===== config.mk =====
export PLATFORM = sky130hd
export DESIGN_NAME = ifilter_fir_seq
export DESIGN_NICKNAME = d
export VERILOG_FILES = /design/src/rtl/ifilter_pkg.sv /design/src/rtl/ifilter_mac_round.sv /design/src/rtl/ifilter_fir_seq.sv
export SDC_FILE = /design/constraint.sdc
export NUM_CORES = 2
export LEC_CHECK = 0
export CAP_MARGIN = 25
export CORE_UTILIZATION = 25
export CTS_BUF_LIST = sky130_fd_sc_hd__clkbuf_4 sky130_fd_sc_hd__clkbuf_8
export CTS_CLUSTER_SIZE = 8
export DETAILED_ROUTE_END_ITERATION = 8
export SLEW_MARGIN = 20
export SYNTH_ARGS = -nofsm -noshare
export SYNTH_HDL_FRONTEND = slang
export SYNTH_SLANG_ARGS = --single-unit

===== constraint.sdc =====
create_clock -name clk -period 42.1 [get_ports clk]
set_input_delay 8.42 -clock clk [delete_from_list [all_inputs] [get_ports clk]]
set_output_delay 8.42 -clock clk [all_outputs]
set_load 0.02 [all_outputs]

===== src/rtl/ifilter_pkg.sv =====
// Shared types and fixed-point constants for the LPC inverse-filter datapath.
// Widths of the saturation limits follow the residue width chosen by the instantiating block.
package ifilter_pkg;

    typedef enum logic [1:0] {
        IDLE = 2'd0,
        MAC  = 2'd1,
        OUT  = 2'd2
    } state_e;

    localparam int X_FRAC     = 15;
    localparam int A_FRAC     = 28;
    localparam int ACC_FRAC   = 30;
    // Q.43 product back to the Q.30 accumulator grid
    localparam int PROD_SHIFT = X_FRAC + A_FRAC - ACC_FRAC;

    function automatic longint sat_max(input int w);
        return (64'sd1 <<< (w - 1)) - 64'sd1;
    endfunction

    function automatic longint sat_min(input int w);
        return -(64'sd1 <<< (w - 1));
    endfunction

endpackage


===== src/rtl/ifilter_mac_round.sv =====
// One filter tap: signed sample x coefficient product, round-half-up to the
// accumulator grid and add to the running sum. Purely combinational.
module ifilter_mac_round
    import ifilter_pkg::*;
#(
    parameter int XW   = 16,
    parameter int AW   = 32,
    parameter int ACCW = 48
) (
    input  logic [XW-1:0]   hist_x,
    input  logic [AW-1:0]   coef,
    input  logic [ACCW-1:0] acc_in,
    output logic [ACCW-1:0] acc_out
);

    localparam int PW = XW + AW;
    localparam logic signed [PW:0] PROD_HALF = (PW + 1)'(1'b1) << (PROD_SHIFT - 1);

    logic signed [PW-1:0] prod_s;
    logic signed [PW:0]   prod_rnd_s;
    logic signed [ACCW-1:0] term_s;

    assign prod_s     = PW'($signed(hist_x)) * PW'($signed(coef));
    // one guard bit so the rounding constant can never wrap the product
    assign prod_rnd_s = {prod_s[PW-1], prod_s} + PROD_HALF;
    assign term_s     = ACCW'(prod_rnd_s >>> PROD_SHIFT);
    assign acc_out    = acc_in + term_s;

endmodule


===== src/rtl/ifilter_fir_seq.sv =====
// Sequential LPC analysis filter: e[n] = x[n] + sum a_k*x[n-k], one tap per clock
// on a shared MAC, with local coefficient bank, sample history and valid/ready ports.
module ifilter_fir_seq
    import ifilter_pkg::*;
#(
    parameter int ORDER = 10,
    parameter int XW    = 16,
    parameter int AW    = 32,
    parameter int ACCW  = 48
) (
    input  logic                       clk,
    input  logic                       reset,
    input  logic                       coef_we,
    input  logic [$clog2(ORDER+1)-1:0] coef_addr,
    input  logic [AW-1:0]              coef_data,
    output logic                       busy,
    input  logic                       in_valid,
    output logic                       in_ready,
    input  logic                       in_first,
    input  logic [XW-1:0]              x_in,
    output logic                       out_valid,
    input  logic                       out_ready,
    output logic [XW-1:0]              residue,
    output logic                       out_sat
);

    localparam int KW  = $clog2(ORDER + 1);
    localparam int IW  = (ORDER > 1) ? $clog2(ORDER) : 1;
    localparam int OSH = ACC_FRAC - X_FRAC;
    localparam logic signed [ACCW:0] OUT_HALF = (ACCW + 1)'(1'b1) << (OSH - 1);
    localparam logic signed [ACCW:0] RES_MAX  = (ACCW + 1)'(sat_max(XW));
    localparam logic signed [ACCW:0] RES_MIN  = (ACCW + 1)'(sat_min(XW));

    state_e                 state_r;
    state_e                 state_next_s;
    logic [KW-1:0]          k_r;
    logic [AW-1:0]          coef_r [ORDER];
    logic [XW-1:0]          hist_r [ORDER];
    logic [XW-1:0]          x_cur_r;
    logic [ACCW-1:0]        acc_r;
    logic [ACCW-1:0]        acc_next_s;
    logic [IW-1:0]          tap_idx_s;
    logic [XW-1:0]          tap_hist_s;
    logic [AW-1:0]          tap_coef_s;
    logic                   accept_s;
    logic                   last_tap_s;
    logic                   coef_hit_s;
    logic signed [ACCW:0]   rnd_sum_s;
    logic signed [ACCW:0]   rnd_shift_s;
    logic [XW-1:0]          res_s;
    logic                   sat_s;
    logic [XW-1:0]          residue_r;
    logic                   out_sat_r;

    assign accept_s   = in_valid && (state_r == IDLE);
    assign last_tap_s = (k_r == KW'(ORDER));
    assign coef_hit_s = coef_we && (state_r == IDLE) &&
                        (coef_addr != {KW{1'b0}}) && (coef_addr <= KW'(ORDER));
    // tap k reads coefficient a_k and sample x[n-k], both stored at index k-1
    assign tap_idx_s  = IW'(k_r - KW'(1));
    assign tap_hist_s = hist_r[tap_idx_s];
    assign tap_coef_s = coef_r[tap_idx_s];

    ifilter_mac_round #(
        .XW   (XW),
        .AW   (AW),
        .ACCW (ACCW)
    ) u_mac (
        .hist_x  (tap_hist_s),
        .coef    (tap_coef_s),
        .acc_in  (acc_r),
        .acc_out (acc_next_s)
    );

    assign rnd_sum_s   = {acc_next_s[ACCW-1], acc_next_s} + OUT_HALF;
    assign rnd_shift_s = rnd_sum_s >>> OSH;

    // Final Q.30 -> Q1.15 conversion with clipping, taken from the last tap's sum
    always_comb begin
        res_s = rnd_shift_s[XW-1:0];
        sat_s = 1'b0;
        if (rnd_shift_s > RES_MAX) begin
            res_s = RES_MAX[XW-1:0];
            sat_s = 1'b1;
        end else if (rnd_shift_s < RES_MIN) begin
            res_s = RES_MIN[XW-1:0];
            sat_s = 1'b1;
        end else begin
            res_s = rnd_shift_s[XW-1:0];
            sat_s = 1'b0;
        end
    end

    // State register
    always_ff @(posedge clk) begin
        if (reset) begin
            state_r <= IDLE;
        end else begin
            state_r <= state_next_s;
        end
    end

    // Next-state logic
    always_comb begin
        state_next_s = state_r;
        case (state_r)
            IDLE: begin
                if (in_valid) begin
                    state_next_s = MAC;
                end else begin
                    state_next_s = IDLE;
                end
            end
            MAC: begin
                if (last_tap_s) begin
                    state_next_s = OUT;
                end else begin
                    state_next_s = MAC;
                end
            end
            OUT: begin
                if (out_ready) begin
                    state_next_s = IDLE;
                end else begin
                    state_next_s = OUT;
                end
            end
            default: begin
                state_next_s = IDLE;
            end
        endcase
    end

    // Coefficient bank, writable only while idle
    always_ff @(posedge clk) begin
        if (reset) begin
            for (int i = 0; i < ORDER; i++) begin
                coef_r[i] <= {AW{1'b0}};
            end
        end else if (coef_hit_s) begin
            coef_r[IW'(coef_addr - KW'(1))] <= coef_data;
        end
    end

    // Accumulator, tap counter, history and output registers
    always_ff @(posedge clk) begin
        if (reset) begin
            acc_r     <= {ACCW{1'b0}};
            k_r       <= {KW{1'b0}};
            x_cur_r   <= {XW{1'b0}};
            residue_r <= {XW{1'b0}};
            out_sat_r <= 1'b0;
            for (int i = 0; i < ORDER; i++) begin
                hist_r[i] <= {XW{1'b0}};
            end
        end else begin
            case (state_r)
                IDLE: begin
                    if (accept_s) begin
                        acc_r   <= ACCW'($signed(x_in)) <<< OSH;
                        k_r     <= KW'(1);
                        x_cur_r <= x_in;
                        if (in_first) begin
                            for (int i = 0; i < ORDER; i++) begin
                                hist_r[i] <= {XW{1'b0}};
                            end
                        end
                    end
                end
                MAC: begin
                    acc_r <= acc_next_s;
                    k_r   <= k_r + KW'(1);
                    if (last_tap_s) begin
                        for (int i = ORDER - 1; i > 0; i--) begin
                            hist_r[i] <= hist_r[i-1];
                        end
                        hist_r[0] <= x_cur_r;
                        residue_r <= res_s;
                        out_sat_r <= sat_s;
                    end
                end
                OUT: begin
                    acc_r <= acc_r;
                end
                default: begin
                    acc_r <= acc_r;
                end
            endcase
        end
    end

    assign in_ready  = (state_r == IDLE);
    assign busy      = (state_r != IDLE);
    assign out_valid = (state_r == OUT);
    assign residue   = residue_r;
    assign out_sat   = out_sat_r;

endmodule

==> summary.txt <==
Synthesis
  • Largest area contributor in the netlist: edfxtp_1
  • Yosys top cell area share: 0.374
  • Post-Syn Nets: approximately 5500
  • YS warnings: 0
  • Yosys cell types: between 100 and 150
  • Async SR Flop Fraction: 0
  • Sequential-to-total area share from yosys stat: 0.406
  • Top post-synthesis cells by count: edfxtp_1 (672), inv_1 (622), nor2_1 (506)
  • Ranking of synthesized cells by area: edfxtp_1 (37%), fa_1 (18%), mux4_2 (7.8%), inv_1 (4.3%), ha_1 (3.9%)
  • Post-synthesis average cell area: ~11 um2
  • Post-synth top flop: edfxtp_1
  • Post-synth EDFFs: ~670
  • Mapped Area: between 50000 and 60000 um2
  • Number of synthesized register bits: ~760
  • Cells after Synth: about 4700
  • Most common cell in the netlist: edfxtp_1

Critical path
  • CP Depth: 44
  • R2R Setup Slk: 26.90 ns
  • CP arrival: 15.92 ns
  • RR Endpoint: residue[3]
  • CP Capture Point: residue[3]
  • Max incr delay on CP: about 0.82 ns
  • Crit path max-delay cell type: dfxtp_4
  • CP required: between 40 and 50 ns
  • Crit Path Class: reg -> reg
  • Critical Path Sink Type: flop
  • Critical path launch point type: flop
  • CP delay by family, top: adder cells
  • Crit path from: k_r[0]
  • CP Max Fanout: roughly 130
  • CP Buf/Inv Count: 7
  • R2R depth: 44
  • Worst r2r src: k_r[0]
  • Most frequent CP cell: fa_1

STA
  • Final setup viols: 0
  • Final WS setup: approximately 27 ns
  • Max-slew headroom: 0.257
  • Final hold violations: 0
  • Final setup TNS: 0 ns
  • FMAX: between 60 and 70 MHz
  • Worst-Margin Slew: between 1 and 1.5 ns
  • RSZ-0062 raised after global routing: false
  • Period utilization: 0.361
  • Fin crit period: 15.20 ns
  • Max Slew Vio Count: 0
  • Clk_skew: 0.0640 ns

Global routing
  • Initial antenna violation count: 2
  • First-pass GRT wire length: about 230000 um
  • Number of global-route vias before repair: 38000
  • Overflow after GRT: 0
  • Largest net degree at the start of global routing: 129
  • Gr usage total: 0.135

Clock network
  • Number of CTS-inserted buffers: between 100 and 150
  • Root buf cell: clkbuf_8
  • # H-tree levels: 4
  • TritonCTS clock tree: done
  • Hold buffers post-CTS: 0
  • Reg clk slew, reported paths: around 0.070 ns
  • Postcts setup bufs: 0
  • Worst skew pair latency: 0.86 ns
  • Max clock buf depth: 3
  • PostCTS Resize Cnt: 0
  • Clock Sinks: approximately 760

Outcome
  • Status: finished, final reports clean

Drt
  • Via-to-Cell Ratio: between 4 and 5
  • Post-DR wirelength/cell: ~19 um
  • Drt first-iter violations: slightly below 3000
  • Drt first pass iters: 7
  • Post-Route WL: between 100000 and 150000 um
  • Post-DRT Antenna Nets: 0
  • DR vias: 36300
  • Detailed-route DRC error count: 0

Cells and area
  • Nets: approximately 5500
  • Final non-filler cell total: about 7700
  • P&R area growth vs syn: 12.3%
  • Design Area, Final: a little over 60000 um2
  • Share of layout cells above drive strength 1: 0.126

Floorplanning
  • I/O Pins: 78
  • Cell Rows: 170
  • Die X-Extent: ~470 um
  • Die Area: about 220000 um2
  • Core area: around 210000 um2
  • Initial Utilization: 0.251
  • Die H: about 470 um

Placed design
  • DP HPWL: ~100000 um
  • Cell count after placement: between 7000 and 8000
  • Placed cell area: between 50000 and 60000 um2
  • IO Port Bufs: 77
  • Final Wtd Congestion: about 0.87
  • Dpl ws: 26.47 ns

Min path
  • Hold_sp: x_cur_r[4]
  • Hold Path Class: reg -> reg

Run
  • Max cap viols: 0
## final cells by class
type                            count  area [um2]
Fill cell                       21900      154000
Multi-Input combinational cell   3101       28900
Sequential cell                   759       21900
Tap cell                         2838        3550
Inverter                          622        2330
Clock buffer                      168        2110
Timing Repair Buffer              145        1330
Clock inverter                     47         433
Antenna cell                        1        2.50
## routing by layer
layer	share of wire	wire, um	track usage	up-vias
met5	0.00016	23	0	-
li1	-	-	-	16000
met2	0.49	72100	0.229	1283
met4	0.030	4450	0.0494	4
met3	0.061	9080	0.0185	256
met1	0.42	62500	0.176	18700
## logic make-up (layout without fill, tap and decap cells)
| group | after synthesis | in the layout | share of synthesized area |
|---|---|---|---|
| AOI/OAI and AO/OA | 453 | 453 | 0.0600 |
| buffers and inverters | 874 | 982 | 0.0625 |
| other | 0 | 1 | 0 |
| muxes | 205 | 205 | 0.0814 |
| and+or+nand+nor | 1695 | 1695 | 0.153 |
| xor gates and xnor gates | 86 | 86 | 0.0150 |
| DFF | 759 | 759 | 0.406 |
| adders and majority gates | 662 | 662 | 0.222 |
## registers in the layout, indices dropped and copies added (netlist names)
signal   count
hist_r     160
acc_r       48
residue     16
x_cur_r     16
out_sat      1
coef_r     512
state_r      2
k_r          4
## layout by cell type (no fill, tap or decap), types with 33 or more instances in the layout
master	n
a21o_1	34
a21oi_1	120
and2_1	198
buf_4	65
clkbuf_4	33
clkbuf_8	135
clkdlybuf4s50_1	76
dfxtp_1	86
edfxtp_1	672
fa_1	492
ha_1	169
inv_1	622
mux4_2	186
nand2_1	487
nand2b_1	62
nand3_1	60
nand4_1	41
nor2_1	499
nor2b_1	156
nor3_1	43
o21ai_0	41
xnor2_1	55
## per-stage QoR
step,utilization,hold slack (ns)
2_1_floorplan,-,0.432
3_3_place_gp,0.270,0.440
3_5_place_dp,0.270,0.450
4_1_cts,0.282,0.463
5_1_grt,0.282,0.481
6_report,0.282,0.459
## tightest hold or removal path, stage by stage, from the launching register on
cell,delay [ns]
dfxtp_1,0.31
nand2_1,0.05
a21oi_1,0.05
## how the worst min path moves through the flow
stage,end,slack [ns],depth (start not counted)
after floorplan,x_cur_r[0],0.43,2
after global placement,x_cur_r[9],0.44,2
after detailed placement,x_cur_r[3],0.45,2
after CTS,x_cur_r[4],0.46,2
after global routing,x_cur_r[9],0.48,2
final,x_cur_r[4],0.46,2
Power is not shown: default switching activity piles up to over one toggle a cycle in this logic, so the estimate is an artifact.
